**src/rtl/ps2_keyboard_rx.sv**
```systemverilog
// PS/2 keyboard receiver: synchronizes and deglitches the keyboard clock, frames
// 11-bit words, and folds E0/F0 prefixes into flags on the following scan code.
module ps2_keyboard_rx #(
    parameter int FILTER_LEN     = 8,
    parameter int TIMEOUT_CYCLES = 20000
) (
    input  logic       clk,
    input  logic       reset,
    input  logic       ps2_clk,
    input  logic       ps2_data,
    output logic [7:0] scan_code,
    output logic       code_valid,
    output logic       is_break,
    output logic       is_extended,
    output logic       parity_err,
    output logic       frame_err,
    output logic       busy
);

    localparam int FW = (FILTER_LEN > 1) ? $clog2(FILTER_LEN + 1) : 1;
    localparam int TW = $clog2(TIMEOUT_CYCLES + 1);

    localparam logic [1:0] IDLE   = 2'd0;
    localparam logic [1:0] DATA   = 2'd1;
    localparam logic [1:0] PARITY = 2'd2;
    localparam logic [1:0] STOP   = 2'd3;

    logic          clk_s1, clk_s2, dat_s1, dat_s2;
    logic [FW-1:0] flt_cnt;
    logic          clk_flt, clk_flt_q;
    logic          fall;

    logic [1:0]    state;
    logic [2:0]    bit_cnt;
    logic [7:0]    shreg;
    logic          par_bit;
    logic [TW-1:0] to_cnt;
    logic          pend_brk, pend_ext;
    logic          par_ok;
    logic          timeout;

    always_ff @(posedge clk or negedge reset) begin
        if (!reset) begin
            clk_s1 <= 1'b1;
            clk_s2 <= 1'b1;
            dat_s1 <= 1'b1;
            dat_s2 <= 1'b1;
        end else begin
            clk_s1 <= ps2_clk;
            clk_s2 <= clk_s1;
            dat_s1 <= ps2_data;
            dat_s2 <= dat_s1;
        end
    end

    // The filtered clock flips only after FILTER_LEN consecutive disagreeing samples.
    always_ff @(posedge clk or negedge reset) begin
        if (!reset) begin
            flt_cnt   <= '0;
            clk_flt   <= 1'b1;
            clk_flt_q <= 1'b1;
        end else begin
            clk_flt_q <= clk_flt;
            if (clk_s2 == clk_flt) begin
                flt_cnt <= '0;
            end else if (flt_cnt == FW'(FILTER_LEN - 1)) begin
                clk_flt <= clk_s2;
                flt_cnt <= '0;
            end else begin
                flt_cnt <= flt_cnt + 1'b1;
            end
        end
    end

    assign fall    = clk_flt_q & ~clk_flt;
    assign par_ok  = ^{shreg, par_bit};
    assign timeout = (state != IDLE) && !fall && (to_cnt == TW'(TIMEOUT_CYCLES));
    assign busy    = (state != IDLE);

    always_ff @(posedge clk or negedge reset) begin
        if (!reset) begin
            state       <= IDLE;
            bit_cnt     <= '0;
            shreg       <= '0;
            par_bit     <= 1'b0;
            to_cnt      <= '0;
            pend_brk    <= 1'b0;
            pend_ext    <= 1'b0;
            scan_code   <= '0;
            is_break    <= 1'b0;
            is_extended <= 1'b0;
            code_valid  <= 1'b0;
            parity_err  <= 1'b0;
            frame_err   <= 1'b0;
        end else begin
            code_valid <= 1'b0;
            parity_err <= 1'b0;
            frame_err  <= 1'b0;

            if (state == IDLE || fall)
                to_cnt <= '0;
            else
                to_cnt <= to_cnt + 1'b1;

            // A stalled frame is dropped but any prefix already seen stays pending.
            if (timeout) begin
                state     <= IDLE;
                frame_err <= 1'b1;
                to_cnt    <= '0;
            end else if (fall) begin
                case (state)
                    IDLE: begin
                        if (!dat_s2) begin
                            state   <= DATA;
                            bit_cnt <= '0;
                        end
                    end
                    DATA: begin
                        shreg   <= {dat_s2, shreg[7:1]};
                        bit_cnt <= bit_cnt + 1'b1;
                        if (bit_cnt == 3'd7)
                            state <= PARITY;
                    end
                    PARITY: begin
                        par_bit <= dat_s2;
                        state   <= STOP;
                    end
                    default: begin
                        state <= IDLE;
                        if (!dat_s2) begin
                            frame_err <= 1'b1;
                        end else if (!par_ok) begin
                            parity_err <= 1'b1;
                            pend_brk   <= 1'b0;
                            pend_ext   <= 1'b0;
                        end else if (shreg == 8'hE0) begin
                            pend_ext <= 1'b1;
                        end else if (shreg == 8'hF0) begin
                            pend_brk <= 1'b1;
                        end else begin
                            scan_code   <= shreg;
                            is_break    <= pend_brk;
                            is_extended <= pend_ext;
                            code_valid  <= 1'b1;
                            pend_brk    <= 1'b0;
                            pend_ext    <= 1'b0;
                        end
                    end
                endcase
            end
        end
    end

endmodule

```
**config.mk**
```make
export PLATFORM = sky130hd
export DESIGN_NAME = ps2_keyboard_rx
export DESIGN_NICKNAME = d
export VERILOG_FILES = /design/src/rtl/ps2_keyboard_rx.sv
export SDC_FILE = /design/constraint.sdc
export NUM_CORES = 1
export LEC_CHECK = 0
export ABC_AREA = 1
export BUFFER_PORTS_ARGS = -buffer_cell sky130_fd_sc_hd__buf_2
export CORE_ASPECT_RATIO = 1.5
export CORE_MARGIN = 1
export CORE_UTILIZATION = 42
export DETAILED_ROUTE_END_ITERATION = 12
export PLACE_DENSITY = 0.56
export SLEW_MARGIN = 15
export SYNTH_ARGS = -nofsm -noshare
export SYNTH_HDL_FRONTEND = slang
export SYNTH_SLANG_ARGS = --single-unit
```
**constraint.sdc**
```tcl
create_clock -name clk -period 2.75 [get_ports clk]
set_input_delay 0.825 -clock clk [delete_from_list [all_inputs] [get_ports clk]]
set_output_delay 0.825 -clock clk [all_outputs]
set_load 0.02 [all_outputs]
```
==> results.py, run 1 <==
metrics = {
    "cts": {
        "cts_buffer_depth": 2,
        "clk_pin_slew_ns": 0.10,
        "cts_root_buffer": "clkbuf_8",
        "insertion_delay_ns": 0.31,
        "cts_num_sinks": 54,
        "cts.htree.levels": 2,
        "cts_buffers": 5,
        "post_cts_buffers": 0,
        "cts-resized-gates": 0,
        "cts_tree": "yes",
        "cts_hold_repair.buffers": 0,
    },
    "cells_and_area": {
        "postLayoutCellArea_sq_um": 2890,
        "layout.nets": 337,
        "multi_input_area_sq_um": 1040,
        "nFillCells": 573,
        "drive_gt1_share_pct": 14.2,
        "num_antenna_cells": 0,
        "seqCellArea_sq_um": 1360,
        "area_growth_syn_to_layout_pct": 11.4,
    },
    "timing": {
        "setup_viol": 0,
        "finalClockSkew_ns": 0.00491,
        "worst_pin_slew_ns": 0.573,
        "rsz0062_at_grt": "no",
        "period_minus_slack_ns": 2.19,
        "slew_viol_final": 0,
        "hold_violations": 0,
        "tns_ns": 0,
        "max_slew_margin_pct": 61.7,
        "max_freq_mhz": 457,
        "finalCritPeriodShare_pct": 79.6,
    },
    "yosys": {
        "yosysUniqueCellTypes": 33,
        "synth_area_sq_um": 2600,
        "syn-instance-count": 304,
        "avgSynthCellArea_sq_um": 8.55,
        "syn-num-nets": 317,
        "synth_largest_area_cell": "dfrtp_1",
        "ys_ff_latch": 54,
        "synth_top_cell_area_share_pct": 46.2,
        "synth-warning-count": 0,
        "synth_sequential_area_ratio_pct": 52.3,
        "synth_area_leaders": "dfrtp_1 (46%), nand2_1 (14%), dfstp_2 (6.1%)",
    },
    "critical_path": {
        "crit_path_cell_trace": "inv_1 > ha_1 > inv_1 > buf_2",
        "worstSetupEndpointType": "output port",
        "cp_max_fo": 4,
        "slowest_stage": "dfrtp_1",
        "critPathKind": "register to output port",
        "crit_family": "flip-flops",
        "crit_start": "state[0]$_DFFE_PN0P_",
        "required_ns": 1.93,
        "cp_slowest_stage_delay_ns": 0.42,
        "crit_path_start_kind": "register",
        "worstPathArrival_ns": 1.36,
        "cpMostUsedCell": "inv_1",
        "timing.rr.start": "clk_flt_q$_DFF_PN1_",
        "r2r_slack_ns": 0.86,
        "critPathBufInv": 3,
    },
    "power": {
        "ir_worst_vdd_v": 0.000262,
        "p_leak_nw": 1.50,
        "p_comb_share_pct": 23.4,
        "p_sw_share_pct": 32.0,
        "p_sw_mw": 0.671,
        "powerDensity_nw_per_um2": 725,
        "p_int_mw": 1.43,
        "clkPwrFrac_pct": 31.0,
        "finalPower_mw": 2.10,
        "p_seq_share_pct": 45.6,
    },
    "floorplanning": {
        "dieWidth_microns": 66.2,
        "io_pins": 18,
        "dieArea_sq_um": 6510,
        "initial_utilization_pct": 44.3,
        "fp.dieH_microns": 98.3,
        "core_region_area_sq_um": 5870,
        "rows": 34,
    },
    "placed_design": {
        "dpl.hpwl_microns": 3590,
        "io_buffers": 17,
        "routabilityCongestion": 0.845,
        "place_area_sq_um": 2750,
    },
    "route": {
        "dr.pass1.iters": 4,
        "vias": 1929,
        "routedWlPerCell_microns": 12.5,
        "drt-total-wl_microns": 4980,
        "ant_nets": 0,
        "viasPerCell": 4.86,
        "drc": 0,
        "drtIter0Drc": 119,
    },
    "min_path": {
        "hold_start": "dat_s1$_DFF_PN1_",
        "hold_path_class": "register to register",
    },
    "job": {
        "maxCapViolCount": 0,
    },
    "global_route": {
        "track_usage_pct": 17.5,
        "overflow": 0,
        "grt_pass1_wl_microns": 8760,
        "antenna_found_initial": 0,
        "grt_max_degree": 55,
        "grt_pass1_vias": 1979,
    },
    "outcome": {
        "status": "finished clean",
    },
}
## layout by cell type (no fill, tap or decap), types with 5 or more instances in the layout
master | netlist | routed
dfstp_2 | 6 | 6
clkbuf_8 | 0 | 6
inv_1 | 38 | 38
dfrtp_1 | 48 | 48
a21oi_1 | 6 | 6
xor2_1 | 5 | 5
nand3_1 | 26 | 26
nand2_1 | 96 | 96
ha_1 | 9 | 9
nor2_1 | 17 | 17
buf_2 | 1 | 17
nor3_1 | 5 | 5
o21ai_0 | 14 | 14
## stage by stage
stage / std cells / utilization, % / worst slack, ns / hold WS [ns]
2_1_floorplan: 304 / - / 1.07 / 0.345
3_3_place_gp: 389 / 46.9 / 0.878 / 0.347
3_5_place_dp: 389 / 46.9 / 0.853 / 0.349
4_1_cts: 397 / 49.3 / 0.544 / 0.363
5_1_grt: 397 / 49.3 / 0.488 / 0.369
6_report: 397 / 49.3 / 0.561 / 0.361
## power groups by stage
stage                     Combinational [mW]  Sequential [mW]  Clock [mW]
after floorplan                        0.396            0.953           0
after global placement                 0.484            0.971           0
after detailed placement               0.493            0.975           0
after CTS                              0.498            0.958       0.673
after global routing                   0.564            0.970       0.706
final                                  0.491            0.957       0.652
## synth_stat cells (all sizes together)
cell     n
a21oi    7
a31oi    1
buf      4
clkbuf   1
dfrtp   48
dfstp    6
ha       9
inv     41
mux2     1
nand2   99
nand3   26
nand3b   2
nand4    2
nor2    20
nor3     7
nor3b    2
o21a     1
o21ai   16
o21bai   1
o31ai    1
or2      1
xnor2    3
xor2     5
## sequential cells by signal, indices dropped and copies added, names as in the netlist
signal and flops:
bit_cnt 3, clk_flt 1, clk_flt_q 1, clk_s1 1
clk_s2 1, code_valid 1, dat_s1 1, dat_s2 1
flt_cnt 4, frame_err 1, is_break 1, is_extended 1
par_bit 1, parity_err 1, pend_brk 1, pend_ext 1
scan_code 8, shreg 8, state 2, to_cnt 15
## cell families after synthesis
logic type	Yosys count	share of synthesized area (%)
xor gates and xnor gates	8	2.70
buffers and inverters	46	7.56
DFF	54	52.3
and+or+nand+nor	159	27.0
muxes	1	0.433
AOI/OAI and AO/OA	27	5.68
adders and majority gates	9	4.33
## final timing paths
check                      depth (start not counted)                        to
max                                                4                      busy
min                                                0          dat_s2$_DFF_PN1_
max reg2reg                                        8  scan_code[2]$_DFFE_PN0P_
min reg2reg                                        0          dat_s2$_DFF_PN1_
max in group asynchronous                          2          dat_s1$_DFF_PN1_
min in group asynchronous                          2      flt_cnt[3]$_DFF_PN0_
## area by class of cell
class	count	area share [%]
sequential	54	47.0
inverter	41	5.32
clock buffer	6	2.85
tap	72	3.11
clock inverter	2	2.08
multi-input combinational	204	36.1
timing repair buffer	18	3.63
## metal layers
layer,part of all wire (%),track usage [%]
met1,45,21.5
met2,52,30.2
met3,2.1,3.04
met4,1.5,5.89
met5,0,0
Note: power is estimated with default switching activity, not from simulation.
==> run 2: changes to the inputs <==
==> constraint.sdc (replaced) <==
create_clock -name clk -period 2.25 [get_ports clk]
set_input_delay 0.675 -clock clk [delete_from_list [all_inputs] [get_ports clk]]
set_output_delay 0.675 -clock clk [all_outputs]
set_load 0.02 [all_outputs]
==> results.py, run 2 (synthesis results as in run 1) <==
metrics = {
    "outcome": {
        "status": "finished clean",
    },
    "floorplanning": {
        "dieWidth_microns": 66.2,
        "core_region_area_sq_um": 5870,
        "io_pins": 18,
        "fp.dieH_microns": 98.3,
        "dieArea_sq_um": 6510,
        "rows": 34,
        "initial_utilization_pct": 44.3,
    },
    "global_route": {
        "grt_pass1_wl_microns": 8740,
        "grtUsageMet3_pct": 3.39,
        "busiest_layer": "met2",
        "track_usage_pct": 17.7,
        "met2_usage_pct": 30.1,
        "antenna_found_initial": 0,
        "overflow": 0,
        "met1_usage_pct": 22.0,
        "grt_pass1_vias": 1937,
        "grt_max_degree": 55,
    },
    "power": {
        "p_seq_share_pct": 51.0,
        "p_comb_share_pct": 25.3,
        "p_leak_nw": 1.47,
        "p_int_mw": 1.49,
        "p_sw_share_pct": 35.3,
        "powerDensity_nw_per_um2": 810,
        "clkPwrFrac_pct": 23.7,
        "ir_worst_vdd_v": 0.000404,
        "p_sw_mw": 0.810,
    },
    "timing": {
        "max_freq_mhz": 492,
        "max_slew_margin_pct": 61.1,
        "setup_viol": 0,
        "worst_pin_slew_ns": 0.582,
        "tns_ns": 0,
        "hold_violations": 0,
        "finalCritPeriodShare_pct": 90.3,
        "slew_viol_final": 0,
        "period_minus_slack_ns": 2.03,
        "finalClockSkew_ns": 0.00751,
        "whs_ns": 0.349,
        "rsz0062_at_grt": "no",
    },
    "cells_and_area": {
        "num_antenna_cells": 0,
        "largest_registers": "to_cnt x15, scan_code x8, shreg x8",
        "final_common_cell": "nand2_1",
        "largest_reg_flops": 15,
        "area_growth_syn_to_layout_pct": 9.24,
        "layout.nets": 337,
        "postLayoutCellArea_sq_um": 2840,
        "drive_gt1_share_pct": 13.8,
        "largest_register": "to_cnt",
        "final_cell_mix": "nand2_1 (96), dfrtp_1 (48), inv_1 (38)",
    },
    "route": {
        "ant_nets": 0,
        "drc": 0,
        "dr.pass1.iters": 4,
        "drt-total-wl_microns": 4870,
        "drtIter0Drc": 93,
        "routedWlPerCell_microns": 12.3,
        "viasPerCell": 4.84,
        "vias": 1920,
    },
    "job": {
        "maxCapViolCount": 0,
    },
    "cts": {
        "cts.htree.levels": 2,
        "insertion_delay_ns": 0.31,
        "cts_buffer_depth": 2,
        "cts_root_buffer": "clkbuf_8",
        "post_cts_buffers": 0,
        "cts_buffers": 5,
        "cts_num_sinks": 54,
        "cts-resized-gates": 0,
        "cts_tree": "yes",
        "clk_pin_slew_ns": 0.10,
        "cts_hold_repair.buffers": 0,
    },
    "critical_path": {
        "cpMostUsedCell": "inv_1",
        "worstPathArrival_ns": 1.36,
        "required_ns": 1.57,
        "cp_slowest_stage_delay_ns": 0.42,
        "critPathBufInv": 3,
        "cp_max_fo": 4,
        "critPathKind": "register to output port",
        "crit_path_cell_trace": "inv_1 > ha_1 > inv_1 > buf_2",
        "worstSetupEndpointType": "output port",
        "crit_family": "flip-flops",
        "slowest_stage": "dfrtp_1",
        "crit_path_start_kind": "register",
    },
    "placed_design": {
        "routabilityCongestion": 0.817,
        "io_buffers": 17,
        "place_area_sq_um": 2750,
        "dpl.hpwl_microns": 3590,
    },
    "min_path": {
        "hold_path_class": "primary input to async pin",
    },
}
[run 2: cell count changes in the layout (fill, tap and decap cells not counted)]
cell	change
bufinv_16	-2
clkinvlp_4	+2
clkbuf_1	+1
clkbuf_8	-1
[run 2: routing by layer]
metal  vias up  share of wire [%]
met5         -                  0
met4         0                1.2
met3         4                1.8
met2        12                 52
met1       915                 44
li1        989                  -
[run 2: final timing paths]
kind                                       from                        to  slack [ns]  cells past startpoint
setup / recovery           state[0]$_DFFE_PN0P_                      busy        0.22                      4
hold / removal                            reset      flt_cnt[3]$_DFF_PN0_        0.35                      2
setup reg to reg            clk_flt_q$_DFF_PN1_  scan_code[6]$_DFFE_PN0P_        0.34                      8
hold reg to reg                clk_s1$_DFF_PN1_          clk_s2$_DFF_PN1_        0.36                      0
max in group asynchronous                 reset          dat_s1$_DFF_PN1_        1.61                      2
min in group clk               clk_s1$_DFF_PN1_          clk_s2$_DFF_PN1_        0.36                      0
[run 2: stage by stage]
step	setup WS (ns)	util (%)	instances	power, mW
2_1_floorplan	0.566	-	304	1.65
3_3_place_gp	0.395	46.9	389	1.77
3_5_place_dp	0.339	46.9	389	1.78
4_1_cts	0.200	48.4	397	2.33
5_1_grt	0.123	48.4	397	2.47
6_report	0.218	48.4	397	2.30
[run 2: final cells by class]
| class | instances | area, sq um |
|---|---|---|
| tap | 72 | 90.1 |
| multi-input combinational | 204 | 1040 |
| inverter | 41 | 154 |
| clock buffer | 6 | 72.6 |
| fill | 585 | 3030 |
| timing repair buffer | 18 | 105 |
| clock inverter | 2 | 15.0 |
| sequential | 54 | 1360 |
[run 2: power groups by stage]
| stage | combinational [mW] | clock (mW) | sequential (mW) |
|---|---|---|---|
| floorplan | 0.484 | 0 | 1.17 |
| global placement | 0.586 | 0 | 1.19 |
| detailed placement | 0.593 | 0 | 1.19 |
| CTS | 0.594 | 0.561 | 1.17 |
| global route | 0.675 | 0.610 | 1.19 |
| finish | 0.582 | 0.545 | 1.17 |
==> run 3: changes to the inputs <==
--- a/config.mk
+++ b/config.mk
@@ -7,7 +7,6 @@
 export LEC_CHECK = 0
 export ABC_AREA = 1
 export BUFFER_PORTS_ARGS = -buffer_cell sky130_fd_sc_hd__buf_2
-export CORE_ASPECT_RATIO = 1.5
 export CORE_MARGIN = 1
 export CORE_UTILIZATION = 42
 export DETAILED_ROUTE_END_ITERATION = 12
==> results.py, run 3 (synthesis results as in run 1) <==
metrics = {
    "outcome": {
        "status": "finished clean",
    },
    "cells_and_area": {
        "area_growth_syn_to_layout_pct": 10.3,
        "final_common_cell": "nand2_1",
        "num_antenna_cells": 0,
        "final_cell_mix": "nand2_1 (96), dfrtp_1 (48), inv_1 (38)",
        "postLayoutCellArea_sq_um": 2870,
        "multi_input_area_sq_um": 1040,
        "largest_register": "to_cnt",
        "nFillCells": 598,
        "layout.nets": 337,
        "drive_gt1_share_pct": 13.8,
        "largest_reg_flops": 15,
        "largest_registers": "to_cnt x15, scan_code x8, shreg x8",
        "seqCellArea_sq_um": 1360,
    },
    "job": {
        "maxCapViolCount": 0,
    },
    "power": {
        "clkPwrFrac_pct": 27.1,
        "p_int_mw": 1.60,
        "powerDensity_nw_per_um2": 839,
        "p_comb_share_pct": 24.4,
        "p_seq_share_pct": 48.5,
        "p_sw_mw": 0.803,
        "p_leak_nw": 1.48,
        "ir_worst_vdd_v": 0.000385,
        "p_sw_share_pct": 33.4,
    },
    "cts": {
        "post_cts_buffers": 0,
        "cts_num_sinks": 54,
        "cts_root_buffer": "clkbuf_8",
        "cts_hold_repair.buffers": 0,
        "cts_buffers": 5,
        "insertion_delay_ns": 0.31,
        "cts_buffer_depth": 2,
        "cts_tree": "yes",
        "clk_pin_slew_ns": 0.10,
        "cts-resized-gates": 0,
        "cts.htree.levels": 2,
    },
    "timing": {
        "hold_violations": 0,
        "rsz0062_at_grt": "no",
        "finalClockSkew_ns": 0.00751,
        "slew_viol_final": 0,
        "tns_ns": 0,
        "setup_viol": 0,
        "worst_pin_slew_ns": 0.591,
        "max_freq_mhz": 490,
        "period_minus_slack_ns": 2.04,
        "finalCritPeriodShare_pct": 90.6,
        "max_slew_margin_pct": 60.6,
    },
    "min_path": {
        "hold_path_class": "primary input to async pin",
    },
    "floorplanning": {
        "rows": 28,
        "fp.dieH_microns": 80.7,
        "io_pins": 18,
        "core_region_area_sq_um": 5960,
        "dieWidth_microns": 80.7,
        "initial_utilization_pct": 43.6,
        "dieArea_sq_um": 6510,
    },
    "global_route": {
        "grt_max_degree": 55,
        "track_usage_pct": 15.8,
        "overflow": 0,
        "antenna_found_initial": 0,
        "grt_pass1_vias": 1763,
        "grt_pass1_wl_microns": 7760,
    },
    "route": {
        "routedWlPerCell_microns": 11.3,
        "viasPerCell": 4.81,
        "vias": 1924,
        "drc": 0,
        "drtIter0Drc": 84,
        "ant_nets": 0,
        "dr.pass1.iters": 4,
        "drt-total-wl_microns": 4510,
    },
    "critical_path": {
        "crit_path_start_kind": "register",
        "r2r_slack_ns": 0.33,
        "critPathKind": "register to output port",
        "reg2reg_depth": 8,
        "worstSetupEndpointType": "output port",
        "worstPathArrival_ns": 1.36,
        "required_ns": 1.57,
        "reg2reg_to": "is_break$_DFFE_PN0P_",
        "cp_max_fo": 4,
        "timing.rr.start": "clk_flt_q$_DFF_PN1_",
        "crit_path_end": "busy",
        "crit_start": "state[0]$_DFFE_PN0P_",
    },
    "placed_design": {
        "routabilityCongestion": 0.770,
        "place_area_sq_um": 2760,
        "io_buffers": 17,
        "dpl.hpwl_microns": 3200,
    },
}
run 3: power by group through the flow:
stage                     clock, mW  combinational [mW]  sequential [mW]
final                         0.652               0.587             1.17
after detailed placement          0               0.591             1.18
after global routing          0.711               0.683             1.19
after CTS                     0.673               0.594             1.17
after floorplan                   0               0.484             1.17
after global placement            0               0.588             1.19
run 3: metrics by stage:
step           instances  worst slack (ns)  power (mW)  hold slack, ns  util (%)
2_1_floorplan        304             0.566        1.65           0.345         -
3_3_place_gp         392             0.351        1.77           0.346      46.3
3_5_place_dp         392             0.315        1.78           0.348      46.3
4_1_cts              400             0.207        2.43           0.359      48.1
5_1_grt              400             0.113        2.58           0.357      48.1
6_report             400             0.211        2.40           0.344      48.1
run 3: worst min path at each step:
stage,to,slack (ns),depth (start not counted)
floorplan,clk_s2$_DFF_PN1_,0.35,0
global placement,dat_s2$_DFF_PN1_,0.35,0
detailed placement,clk_s2$_DFF_PN1_,0.35,0
CTS,to_cnt[13]$_DFF_PN0_,0.36,2
global route,to_cnt[13]$_DFF_PN0_,0.36,2
finish,to_cnt[13]$_DFF_PN0_,0.34,2
run 3: per-layer routing:
layer	vias up	wire length [microns]	global-route usage, %
met5	-	0	0
met4	0	58	5.89
met3	8	151	3.86
met2	28	1950	23.7
met1	895	2350	21.8
li1	993	-	-
run 3: final cells by class:
type | instances | area share, %
tap | 75 | 3.28
inverter | 41 | 5.37
timing repair buffer | 18 | 3.67
multi-input combinational | 204 | 36.4
clock inverter | 2 | 1.31
clock buffer | 6 | 2.53
sequential | 54 | 47.4
run 3: critical path, stage by stage (launching register included):
cell	delay (ns)
dfrtp_1	0.42
inv_1	0.08
ha_1	0.22
inv_1	0.15
buf_2	0.19
